`config.mk`:
```
export PLATFORM = sky130hd
export DESIGN_NAME = ws2812_apb_arbiter
export DESIGN_NICKNAME = d
export VERILOG_FILES = /design/src/rtl/ws2812_apb_arbiter.sv
export SDC_FILE = /design/constraint.sdc
export NUM_CORES = 1
export LEC_CHECK = 0
export BUFFER_PORTS_ARGS = -buffer_cell sky130_fd_sc_hd__buf_4
export CELL_PAD_IN_SITES_DETAIL_PLACEMENT = 1
export CELL_PAD_IN_SITES_GLOBAL_PLACEMENT = 1
export CORE_MARGIN = 4
export CORE_UTILIZATION = 31
export CTS_BUF_LIST = sky130_fd_sc_hd__clkbuf_4 sky130_fd_sc_hd__clkbuf_8 sky130_fd_sc_hd__clkbuf_16
export DETAILED_ROUTE_END_ITERATION = 8
export GPL_TIMING_DRIVEN = 0
export PLACE_DENSITY = 0.89
export SLEW_MARGIN = 5
export SYNTH_ARGS = -nofsm -noshare
export SYNTH_HDL_FRONTEND = slang
export SYNTH_SLANG_ARGS = --single-unit
```
`constraint.sdc`:
```
create_clock -name clk_i -period 2.2 [get_ports clk_i]
set_input_delay 0.33 -clock clk_i [delete_from_list [all_inputs] [get_ports clk_i]]
set_output_delay 0.33 -clock clk_i [all_outputs]
set_load 0.05 [all_outputs]
```
`src/rtl/ws2812_apb_arbiter.sv`:
```
// Two-master APB arbiter in front of the shared WS2812 slave, with round-robin tie-break.
// Optional ACCESS timeout: define WS2812_ARB_TIMEOUT_EN.
module ws2812_apb_arbiter #(
  parameter int ADDR_WIDTH     = 6,
  parameter int TIMEOUT_CYCLES = 64
) (
  input  logic                  clk_i,
  input  logic                  rst_i,
  input  logic                  m0_psel_i,
  input  logic                  m0_penable_i,
  input  logic                  m0_pwrite_i,
  input  logic [ADDR_WIDTH-1:0] m0_paddr_i,
  input  logic [31:0]           m0_pwdata_i,
  output logic [31:0]           m0_prdata_o,
  output logic                  m0_pready_o,
  output logic                  m0_pslverr_o,
  input  logic                  m1_psel_i,
  input  logic                  m1_penable_i,
  input  logic                  m1_pwrite_i,
  input  logic [ADDR_WIDTH-1:0] m1_paddr_i,
  input  logic [31:0]           m1_pwdata_i,
  output logic [31:0]           m1_prdata_o,
  output logic                  m1_pready_o,
  output logic                  m1_pslverr_o,
  output logic                  s_psel_o,
  output logic                  s_penable_o,
  output logic                  s_pwrite_o,
  output logic [ADDR_WIDTH-1:0] s_paddr_o,
  output logic [31:0]           s_pwdata_o,
  input  logic [31:0]           s_prdata_i,
  input  logic                  s_pready_i,
  input  logic                  s_pslverr_i,
  output logic [1:0]            grant_o
);

  typedef enum logic [1:0] {IDLE, SETUP, ACCESS, DONE} state_t;

  state_t                r_state;
  state_t                w_state_next;
  logic [1:0]            r_grant;
  logic                  r_last_grant;
  logic [ADDR_WIDTH-1:0] r_addr;
  logic [31:0]           r_wdata;
  logic                  r_write;
  logic [31:0]           r_rdata;
  logic                  r_slverr;
  logic                  r_pready;
  logic                  w_pick_m1;
  logic                  w_timeout;
  logic                  w_unused;

  // penable from the masters carries no information the arbiter needs; psel is the request.
  assign w_unused = &{1'b0, m0_penable_i, m1_penable_i};

  // On a tie, m1 wins only if m0 was the last owner.
  assign w_pick_m1 = m1_psel_i & (~m0_psel_i | ~r_last_grant);

`ifdef WS2812_ARB_TIMEOUT_EN
  localparam int CW = $clog2(TIMEOUT_CYCLES + 1);
  logic [CW-1:0] r_tmo_cnt;

  always_ff @(posedge clk_i) begin
    if (rst_i || r_state != ACCESS) begin
      r_tmo_cnt <= '0;
    end else begin
      r_tmo_cnt <= r_tmo_cnt + 1'b1;
    end
  end

  assign w_timeout = (r_state == ACCESS) && (r_tmo_cnt == CW'(TIMEOUT_CYCLES - 1));
`else
  localparam int unused_timeout_cycles = TIMEOUT_CYCLES;
  assign w_timeout = 1'b0;
`endif

  always_ff @(posedge clk_i) begin
    if (rst_i) begin
      r_state <= IDLE;
    end else begin
      r_state <= w_state_next;
    end
  end

  always_comb begin
    w_state_next = r_state;
    case (r_state)
      IDLE:    if (m0_psel_i || m1_psel_i) w_state_next = SETUP;
      SETUP:   w_state_next = ACCESS;
      ACCESS:  if (s_pready_i || w_timeout) w_state_next = DONE;
      DONE:    w_state_next = IDLE;
      default: w_state_next = IDLE;
    endcase
  end

  always_ff @(posedge clk_i) begin
    if (rst_i) begin
      r_grant      <= 2'b00;
      r_last_grant <= 1'b1;
      r_addr       <= '0;
      r_wdata      <= '0;
      r_write      <= 1'b0;
      r_rdata      <= '0;
      r_slverr     <= 1'b0;
      r_pready     <= 1'b0;
    end else begin
      r_pready <= 1'b0;
      case (r_state)
        IDLE: begin
          if (m0_psel_i || m1_psel_i) begin
            r_grant      <= w_pick_m1 ? 2'b10 : 2'b01;
            r_last_grant <= w_pick_m1;
            r_addr       <= w_pick_m1 ? m1_paddr_i  : m0_paddr_i;
            r_wdata      <= w_pick_m1 ? m1_pwdata_i : m0_pwdata_i;
            r_write      <= w_pick_m1 ? m1_pwrite_i : m0_pwrite_i;
          end
        end
        ACCESS: begin
          // A slave response in the timeout cycle takes priority over the timeout error.
          if (s_pready_i) begin
            r_pready <= 1'b1;
            r_rdata  <= s_prdata_i;
            r_slverr <= s_pslverr_i;
          end else if (w_timeout) begin
            r_pready <= 1'b1;
            r_rdata  <= '0;
            r_slverr <= 1'b1;
          end
        end
        DONE:    r_grant <= 2'b00;
        default: ;
      endcase
    end
  end

  assign s_psel_o     = (r_state == SETUP) || (r_state == ACCESS);
  assign s_penable_o  = (r_state == ACCESS);
  assign s_pwrite_o   = r_write;
  assign s_paddr_o    = r_addr;
  assign s_pwdata_o   = r_wdata;
  assign grant_o      = r_grant;

  assign m0_pready_o  = r_pready & r_grant[0];
  assign m1_pready_o  = r_pready & r_grant[1];
  assign m0_prdata_o  = m0_pready_o ? r_rdata : '0;
  assign m1_prdata_o  = m1_pready_o ? r_rdata : '0;
  assign m0_pslverr_o = m0_pready_o & r_slverr;
  assign m1_pslverr_o = m1_pready_o & r_slverr;

endmodule
```
==> impl_results.md, run 1 <==
- Share of post-route cells with drive strength above 1: 0.383
- Remaining DRCs: 0
- Setup Buffers After CTS: 0
- Ys async rst share: 0
- Vias: 4244
- Port bufs: 226
- FF-to-FF Start: r_state[0]$_SDFFE_PP0P_
- FMAX: 494 MHz
- CTS tree: done
- Core footprint: 11400 sq um
- Max incr delay on CP: 0.57 ns
- Largest net degree at the start of global routing: 13
- Placed instance area: 5470 sq um
- Final Cell Area: 5770 sq um
- Gr ovfl total: 0
- PwrDens: 1070 nW/um^2
- Maxcap violations: 0
- Post-DP HPWL: 11.6 mm
- Clock Skews: 0.00631 ns
- Setup TNS: 0 ns
- Vias per cell: 5.03
- IO Count: 229
- Final Critical Period: 2.02 ns
- Most frequent cells after synthesis: nand2_1 (129), dfxtp_1 (78), and3_1 (66), a21oi_1 (36), a31oi_1 (29)
- Final #Nets: 818
- Antenna Nets Post-Route: 0
- Fillers: 1402
- Worst EP arrival: 1.69 ns
- Worst path slowest cell: dfxtp_1
- Yosys top cell area share: 0.434
- First-pass GRT wire length: 22.1 mm
- Synth Area in XOR/XNOR: 0
- Post-synth EDFFs: 0
- Final Slew Violations: 0
- Crit. End Element: output port
- CTS Buffer Depth: 2
- Final setup viols: 0
- Crit-path cells: clkbuf_1 > and3_1 > buf_4
- First-pass DRT Iterations: 4
- Clock-pin slew on the worst setup and hold paths: 0.06 ns
- Most frequent cell after synthesis: nand2_1
- Worst setup path start: grant_o[1]$_SDFFE_PP0P_
- Slew @ Worst Pin: 0.504 ns
- Total wire length: 14.4 mm
- FF+latch count, synth: 78
- CP Class: reg -> out
- H-tree depth: 3
- Initial antenna violation count: 0
- Seq/Total Area, Yosys: 0.434
- Cell type with the largest total area after synthesis: dfxtp_1
- Hold Path Origin: m0_paddr_i[1]
- CP startpoint kind: flip-flop
- Root Driver: clkbuf_16
- Largest family of logic cells by synthesized area: simple AND/OR/NAND/NOR gates
- Vias in the first global route: 4476
- Leak Pwr: 2.90 nW
- Routability cong.: 0.859
- Drt initial violations: 204
- Syn Area/Cell: 7.85 sq um
- Clock latency on the worst-skew pair: 0.33 ns
- Syn Std Cell Area: 3600 sq um
- Syn-to-layout area delta: 60.3%
- Die Span Y: 116 um
- Unrepaired setup endpoints after global routing: no
- Clk sinks: 78
- Initial Util: 0.316
- DR WL/cell: 17.1 um
- Row cnt: 39
- ANT cells: 0
- Distinct cells, synth: 28
- Mapped Nets: 581
- Peak supply drop: 0.000677 V
- HP Class: in -> reg
- Status: finished clean
- GRT Total Usage: 0.208
- Synth Flop Type: dfxtp_1
- Synth area leaders: dfxtp_1 (43%), nand2_1 (13%), and3_1 (11%), a31oi_1 (5.0%), a21oi_1 (5.0%)
- Final Hold Fails: 0
- Post-synthesis instance total: 458
- Final worst-path cycle share: 0.920
- Compound-Gate Fraction of Synth Area: 0.200
- Die area: 13400 sq um
- Post-Synth Adder-Cell Area: 0.0174
- Simple-Gate Fraction of Synth Area: 0.283
- Ys Warns: 0
- Die Width: 116 um
- Critical path fanouts, max: 10
- Worst EP required: 1.87 ns
- Total CTS buffers: 9
- Slew HR: 0.663
- Post-synthesis mux area share: 0.00278
final cells by class:
class	count	area [sq um]	share of cell area
multi-input cells	334	1810	0.314
clock inverters	3	17.5	0.00304
plain buffers	41	206	0.0358
clock buffers	13	274	0.0475
inverters	5	18.8	0.00326
well taps	143	179	0.0310
repair buffers	226	1700	0.294
flip-flops and latches	78	1560	0.271
flip-flops by register name, summed over array words and instances, names as in the netlist:
| register | count |
|---|---|
| r_state | 2 |
| r_last_grant | 1 |
| grant_o | 2 |
| s_pwrite_o | 1 |
| r_slverr | 1 |
| s_pwdata_o | 32 |
| r_pready | 1 |
| r_rdata | 32 |
| s_paddr_o | 6 |
logic make-up (layout without fill, tap and decap cells):
logic type / count (synthesis) / after routing
AO/OA/AOI/OAI: 115 / 115
buffers and inverters: 46 / 288
adder cells (fa/ha/maj): 5 / 5
multiplexers: 1 / 1
AND/OR/NAND/NOR: 213 / 213
flip-flops: 78 / 78
critical path, delay by kind of cell, from the launching register on:
kind | cells | cell delay (ns)
DFF | 1 | 0.57
buffers and inverters | 2 | 0.55
and+or+nand+nor | 1 | 0.24
placed cells by master (no fill, tap or decap):
cell type,instances
nand2_2,1
clkbuf_8,3
o211ai_1,1
clkbuf_16,9
o21a_2,1
a21oi_1,36
nor2_1,2
and2_1,3
dfxtp_1,78
a221o_1,10
clkbuf_2,1
clkbuf_1,20
nor3b_1,11
buf_4,229
buf_6,3
nand3b_1,1
a211o_1,1
o31a_1,1
a21bo_1,1
a211oi_4,2
and3_1,66
ha_1,5
o21ai_1,9
a31oi_1,29
nand2_1,129
mux2i_1,1
o21ai_0,22
inv_1,5
clkbuf_4,1
a21boi_2,1
buf_2,14
clkinvlp_4,1
o21a_1,1
clkinv_2,2
metrics by stage:
stage                     std cells  power [mW]   util  setup slack (ns)  hold WS [ns]
after global routing            843        6.51  0.507            0.0840         0.221
after detailed placement        827        4.78  0.481             0.424         0.462
after floorplan                 458        3.79      -             0.452         0.440
final                           843        6.16  0.507             0.176         0.221
after CTS                       843        6.22  0.507            0.0704         0.215
after global placement          827        4.67  0.481             0.460         0.449
path summary, 6_finish.rpt:
kind	cells after the start	to	slack (ns)
max	3	m1_prdata_o[11]	0.18
min	2	s_paddr_o[1]$_SDFFE_PP0P_	0.22
max reg2reg	5	r_state[0]$_SDFFE_PP0P_	0.50
min reg2reg	2	r_rdata[16]$_SDFFE_PP0P_	0.47
report_power, final:
group	leakage (nW)	switching [mW]	internal (mW)	total (mW)
combinational	2.11	1.86	0.895	2.76
sequential	0.640	0.228	1.74	1.97
clock	0.145	0.567	0.865	1.43
total	2.90	2.66	3.50	6.16
layer usage:
layer	track usage	part of all wire	wire (um)
met5	0	0	0
met4	0.0858	0.024	346
met3	0.0653	0.10	1510
met2	0.378	0.50	7240
met1	0.222	0.37	5340
repair_timing:
action | in CTS | in global routing
endpoints found under the setup margin | 0 | 8
gates resized for setup | 0 | 2
hold endpoints to repair | 0 | 0
hold buffers | 0 | 0
(Power assumes the default switching activity.)
==> run 2: changes to the inputs <==
Settings changed: MAX_ROUTING_LAYER set to met4.
==> run 2 against run 1 <==
Core utilization did not move. Worst setup slack better by 0.0046 ns. Maximum frequency is 0.23% higher. Wire length about the same. Critical endpoint is now m1_prdata_o[13]. Sequential share of layout area did not move. Power rose by 0.15%. Largest power group unchanged. Final cell count unchanged. Sequential power about the same. Largest cell class unchanged. Die area unchanged. Flip-flop and latch count is the same.
==> impl_results.md, run 2 (synthesis results as in run 1) <==
- Maxcap violations: 0 (unchanged)
- Final non-filler cell total: 843 (unchanged)
- Total CTS buffers: 9 (unchanged)
- Comb pwr share: 0.448 (about the same)
- Final worst-path cycle share: 0.918 (-0.00210)
- Vias per cell: 5.03 (about the same)
- Syn-to-layout area delta: 60.3% (unchanged)
- Sequential power share: 0.319 (about the same)
- Final worst slack: 0.180 ns (+0.00461 ns)
- Total wire length: 14.4 mm (about the same)
- Multi-input gate area: 1810 sq um (unchanged)
- Sequential cell area: 1560 sq um (unchanged)
- Initial antenna violation count: 0 (unchanged)
- Clock latency on the worst-skew pair: 0.33 ns (about the same)
- CTS Buffer Depth: 2 (unchanged)
- Gr ovfl total: 0 (unchanged)
- Placed instance area: 5470 sq um (unchanged)
- Max incr delay on CP: 0.38 ns (-0.19 ns)
- Sw Share: 0.432 (+0.000824)
- Clock Skews: 0.00669 ns (+0.000383 ns)
- Die Width: 116 um (unchanged)
- First-pass DRT Iterations: 4 (unchanged)
- Setup TNS: 0 ns (unchanged)
- Leak Pwr: 2.90 nW (unchanged)
- Remaining DRCs: 0 (unchanged)
- Die area: 13400 sq um (unchanged)
- Placed insts: 827 (unchanged)
- CP Class: reg -> out
- Routability cong.: 0.873 (+1.6%)
- Die Span Y: 116 um (unchanged)
- Commonest non-fill, non-tap cell in the layout: buf_4
- Final Slew Violations: 0 (unchanged)
- Status: finished clean
- Fillers: 1402 (unchanged)
- Row cnt: 39 (unchanged)
- Final Hold Fails: 0 (unchanged)
- Unrepaired setup endpoints after global routing: no
- Vias: 4240 (-0.094%)
- Psw: 2.67 mW (+0.34%)
- Drt initial violations: 201 (-1.5%)
- HP Class: in -> reg
- Total Power: 6.17 mW (+0.15%)
- Worst EP arrival: 1.69 ns (about the same)
- Worst EP required: 1.87 ns (about the same)
- Final Critical Period: 2.02 ns (-0.00461 ns)
- Crit-path cells: clkbuf_2 > clkbuf_1 > and3_1 > buf_4
- Antenna Nets Post-Route: 0 (unchanged)
- Final #Nets: 818 (unchanged)
- Crit. End Element: output port
- P_int: 3.50 mW (about the same)
- CTS tree: done
- Slew HR: 0.663 (about the same)
- Root Driver: clkbuf_16
- Slew @ Worst Pin: 0.504 ns (+0.0000358 ns)
- PwrDens: 1070 nW/um^2 (+0.15%)
- Clock-pin slew on the worst setup and hold paths: 0.06 ns (about the same)
- Critical path fanouts, max: 10 (unchanged)
- ANT cells: 0 (unchanged)
- Worst path slowest cell: dfxtp_1
- H-tree depth: 3 (unchanged)
- Vias in the first global route: 4476 (unchanged)
- DR WL/cell: 17.1 um (about the same)
- GRT Total Usage: 0.214 (+0.00674)
- Peak supply drop: 0.000678 V (+0.20%)
- FMAX: 495 MHz (+0.23%)
- IO Count: 229 (unchanged)
- Port bufs: 226 (unchanged)
- Clock power frac: 0.233 (about the same)
- Clk sinks: 78 (unchanged)
- CP startpoint kind: flip-flop
- Most frequent cells in the layout: buf_4 (229), nand2_1 (129), dfxtp_1 (78)
- Finished Core Util: 0.507 (unchanged)
- Initial Util: 0.316 (unchanged)
- Final setup viols: 0 (unchanged)
- Dpl ws: 0.424 ns (unchanged)
- Largest net degree at the start of global routing: 13 (unchanged)
- First-pass GRT wire length: 22.1 mm (about the same)
- R2r setup slk: 0.50 ns (about the same)
- Share of post-route cells with drive strength above 1: 0.383 (unchanged)
- Post-DP HPWL: 11.6 mm (unchanged)
- Core footprint: 11400 sq um (unchanged)
- Final Cell Area: 5770 sq um (unchanged)
- Final hold slack: 0.221 ns (+0.0000520 ns)
[run 2: cell counts in the layout (fill, tap and decap cells not counted)]
Identical to the previous run, type by type.
[run 2: power groups by stage]
stage | sequential (mW) | combinational [mW] | clock [mW]
finish | 1.97 | 2.76 | 1.44
global route | 2.01 | 2.97 | 1.53
global placement | 1.97 | 2.70 | 0
floorplan | 2.77 | 1.03 | 0
detailed placement | 2.00 | 2.78 | 0
CTS | 1.97 | 2.79 | 1.46
[run 2: worst paths after layout]
kind                             from                   endpoint  depth (start not counted)
min                     m0_paddr_i[1]  s_paddr_o[1]$_SDFFE_PP0P_                          2
max               r_pready$_SDFF_PP0_            m1_prdata_o[13]                          4
max reg2reg   r_state[0]$_SDFFE_PP0P_    r_state[0]$_SDFFE_PP0P_                          5
min reg2reg  r_rdata[16]$_SDFFE_PP0P_   r_rdata[16]$_SDFFE_PP0P_                          2
[run 2: layout make-up]
type                    instances  area share
plain buffers                  41      0.0358
clock buffers                  13      0.0475
repair buffers                226       0.294
well taps                     143      0.0310
multi-input cells             334       0.314
flip-flops and latches         78       0.271
clock inverters                 3     0.00304
inverters                       5     0.00326
[run 2: layer usage]
metal / up-vias / GRT usage / part of all wire
met5: - / - / 0
met4: 0 / 0.0858 / 0.024
met3: 23 / 0.0496 / 0.092
met2: 174 / 0.377 / 0.50
met1: 1979 / 0.234 / 0.38
li1: 2064 / - / -
[run 2: repair_timing]
action,in CTS,in global routing
gates resized for setup,0,2
endpoints found under the setup margin,0,8
hold buffers,0,0
buffers inserted,0,0
[run 2: worst max-delay path: cells and delay by family, from the launching register on]
kind	cells	cell delay, ns
flops	1	0.38
simple gates	1	0.23
buf+inv	3	0.75
==> run 3: changes to the inputs <==
Settings changed: GPL_TIMING_DRIVEN 0 to not set.
==> run 3 against run 2 <==
Power down 2.3%. Global-route usage down 1.8 points. Die area unchanged. Critical endpoint is now s_pwdata_o[2]$_SDFFE_PP0P_. Largest cell class is now multi-input combinational cells.
==> impl_results.md, run 3 (synthesis results as in run 1) <==
- Core footprint: 11400 sq um (unchanged)
- Clock latency on the worst-skew pair: 0.32 ns (about the same)
- FF-to-FF Start: r_state[0]$_SDFFE_PP0P_
- CTS tree: done
- Leak Pwr: 2.83 nW (-2.3%)
- R2R Path End: s_pwdata_o[2]$_SDFFE_PP0P_
- CP Class: reg -> reg
- FMAX: 540 MHz (+9.1%)
- Final Slew Violations: 0 (unchanged)
- Clk sinks: 78 (unchanged)
- Slew HR: 0.626 (-0.0372)
- Maxcap violations: 0 (unchanged)
- Initial Util: 0.316 (unchanged)
- CTS Buffer Depth: 2 (unchanged)
- Total wire length: 13.3 mm (-7.9%)
- R2r setup slk: 0.35 ns (-0.15 ns)
- Die area: 13400 sq um (unchanged)
- Post-CTS Resized: 0 (unchanged)
- Hold Path Origin: m1_pwdata_i[28]
- Final #Nets: 787 (-3.8%)
- Status: finished clean
- Critical path fanouts, max: 52 (+42)
- Slew @ Worst Pin: 0.561 ns (+0.0569 ns)
- Fillers: 1367 (-2.5%)
- Total Power: 6.03 mW (-2.3%)
- Final setup viols: 0 (unchanged)
- Antenna Nets Post-Route: 0 (unchanged)
- Total CTS buffers: 9 (unchanged)
- H-tree depth: 3 (unchanged)
- Setup Buffers After CTS: 0 (unchanged)
- GRT Total Usage: 0.196 (-0.0184)
- Final Hold Fails: 0 (unchanged)
- Clock-pin slew on the worst setup and hold paths: 0.06 ns (about the same)
- Post-DP HPWL: 9.97 mm (-14%)
- Clock Skews: 0.00400 ns (-0.00269 ns)
- Worst EP required: 2.45 ns (+0.58 ns)
- Final worst-path cycle share: 0.841 (-0.0769)
- First-pass DRT Iterations: 4 (unchanged)
- Most frequent cells in the layout: buf_4 (235), nand2_1 (129), dfxtp_1 (78)
- Unrepaired setup endpoints after global routing: no
- Finished Core Util: 0.496 (-0.0113)
- Initial antenna violation count: 0 (unchanged)
- Largest net degree at the start of global routing: 53 (+40)
- Syn-to-layout area delta: 56.7%
- HP Class: in -> reg
- Remaining DRCs: 0 (unchanged)
- Final Critical Period: 1.85 ns (-0.169 ns)
- Gr ovfl total: 0 (unchanged)
- Vias: 4098 (-3.3%)
- Port bufs: 226 (unchanged)
- Vias per cell: 5.05 (+0.34%)
- Setup TNS: 0 ns (unchanged)
- Worst EP arrival: 2.10 ns (+0.41 ns)
- Vias in the first global route: 4135 (-7.6%)
- Crit-path cells: inv_1 > ha_1 > o21a_2 > buf_12 > o21ai_0 > a31oi_1
- First-pass GRT wire length: 20.5 mm (-7.2%)
- Worst path slowest cell: o21a_2
- ANT cells: 0 (unchanged)
- Hold buffers post-CTS: 0 (unchanged)
- Worst hold endpoint: s_pwdata_o[28]$_SDFFE_PP0P_
- Peak supply drop: 0.000668 V (-1.5%)
- Drt initial violations: 133 (-34%)
- Routability cong.: 0.770 (-12%)
- IO Count: 229 (unchanged)
- Worst hold path depth: 2 (unchanged)
- Worst Path Buf+Inv: 2 (-1)
- DR WL/cell: 16.4 um (-4.4%)
- Row cnt: 39 (unchanged)
- Max incr delay on CP: 0.44 ns (+0.06 ns)
- Crit. End Element: flip-flop
- R2R depth: 6 (+1)
- Die Width: 116 um (unchanged)
- PwrDens: 1070 nW/um^2 (about the same)
- Commonest non-fill, non-tap cell in the layout: buf_4
- CP startpoint kind: flip-flop
- Share of post-route cells with drive strength above 1: 0.384 (+0.00130)
- Root Driver: clkbuf_16
- Die Span Y: 116 um (unchanged)
- Top Family by Delay on Critical Path: compound AO/OA/AOI/OAI gates
## run 3: cell types whose count changed in the layout (fill, tap and decap cells not counted), sizes merged
cell / change
clkbuf: -19
clkinv: -1
clkinvlp: -1
buf: -10
## run 3: routing by layer
metal | global-route usage | share of wire | wire length, um
met1 | 0.234 | 0.41 | 5500
met2 | 0.328 | 0.48 | 6390
met3 | 0.0433 | 0.089 | 1190
met4 | 0.0665 | 0.016 | 218
met5 | - | 0 | 0
## run 3: how the worst max path moves through the flow
stage	slack, ns	cells after the start	start	to
global placement	0.50	6	r_state[0]$_SDFFE_PP0P_	s_pwdata_o[0]$_SDFFE_PP0P_
global route	0.19	6	r_state[0]$_SDFFE_PP0P_	s_pwdata_o[2]$_SDFFE_PP0P_
finish	0.35	6	r_state[0]$_SDFFE_PP0P_	s_pwdata_o[2]$_SDFFE_PP0P_
CTS	0.35	6	r_state[0]$_SDFFE_PP0P_	s_pwdata_o[1]$_SDFFE_PP0P_
floorplan	0.45	2	grant_o[0]$_SDFFE_PP0P_	m0_prdata_o[10]
detailed placement	0.39	6	r_state[0]$_SDFFE_PP0P_	s_pwdata_o[1]$_SDFFE_PP0P_
## run 3: worst reg2reg max path, delay by kind of cell (launching register included)
kind | cells | cell delay (ns)
AO/OA/AOI/OAI | 3 | 0.74
adder cells (fa/ha/maj) | 1 | 0.29
buffers and inverters | 2 | 0.41
flip-flops | 1 | 0.33
## run 3: area by class of cell
cell class | count | area (sq um) | area share
repair buffers | 236 | 1780 | 0.317
clock inverters | 1 | 5.00 | 0.000888
inverters | 5 | 18.8 | 0.00333
well taps | 143 | 179 | 0.0317
flip-flops and latches | 78 | 1560 | 0.277
clock buffers | 15 | 277 | 0.0491
multi-input cells | 334 | 1810 | 0.321
## run 3: per-stage QoR
| stage | instances | cell area (sq um) | hold slack [ns] | setup slack, ns |
|---|---|---|---|---|
| after floorplan | 458 | 3600 | 0.440 | 0.452 |
| after global placement | 796 | 5360 | 0.449 | 0.504 |
| after detailed placement | 796 | 5360 | 0.460 | 0.391 |
| after CTS | 812 | 5640 | 0.216 | 0.351 |
| after global routing | 812 | 5640 | 0.222 | 0.194 |
| final | 812 | 5640 | 0.227 | 0.350 |
## run 3: power by group
group          internal [mW]  switching [mW]  leakage [nW]
sequential              1.74           0.195         0.640
clock                  0.858           0.555         0.145
combinational          0.847            1.83          2.05
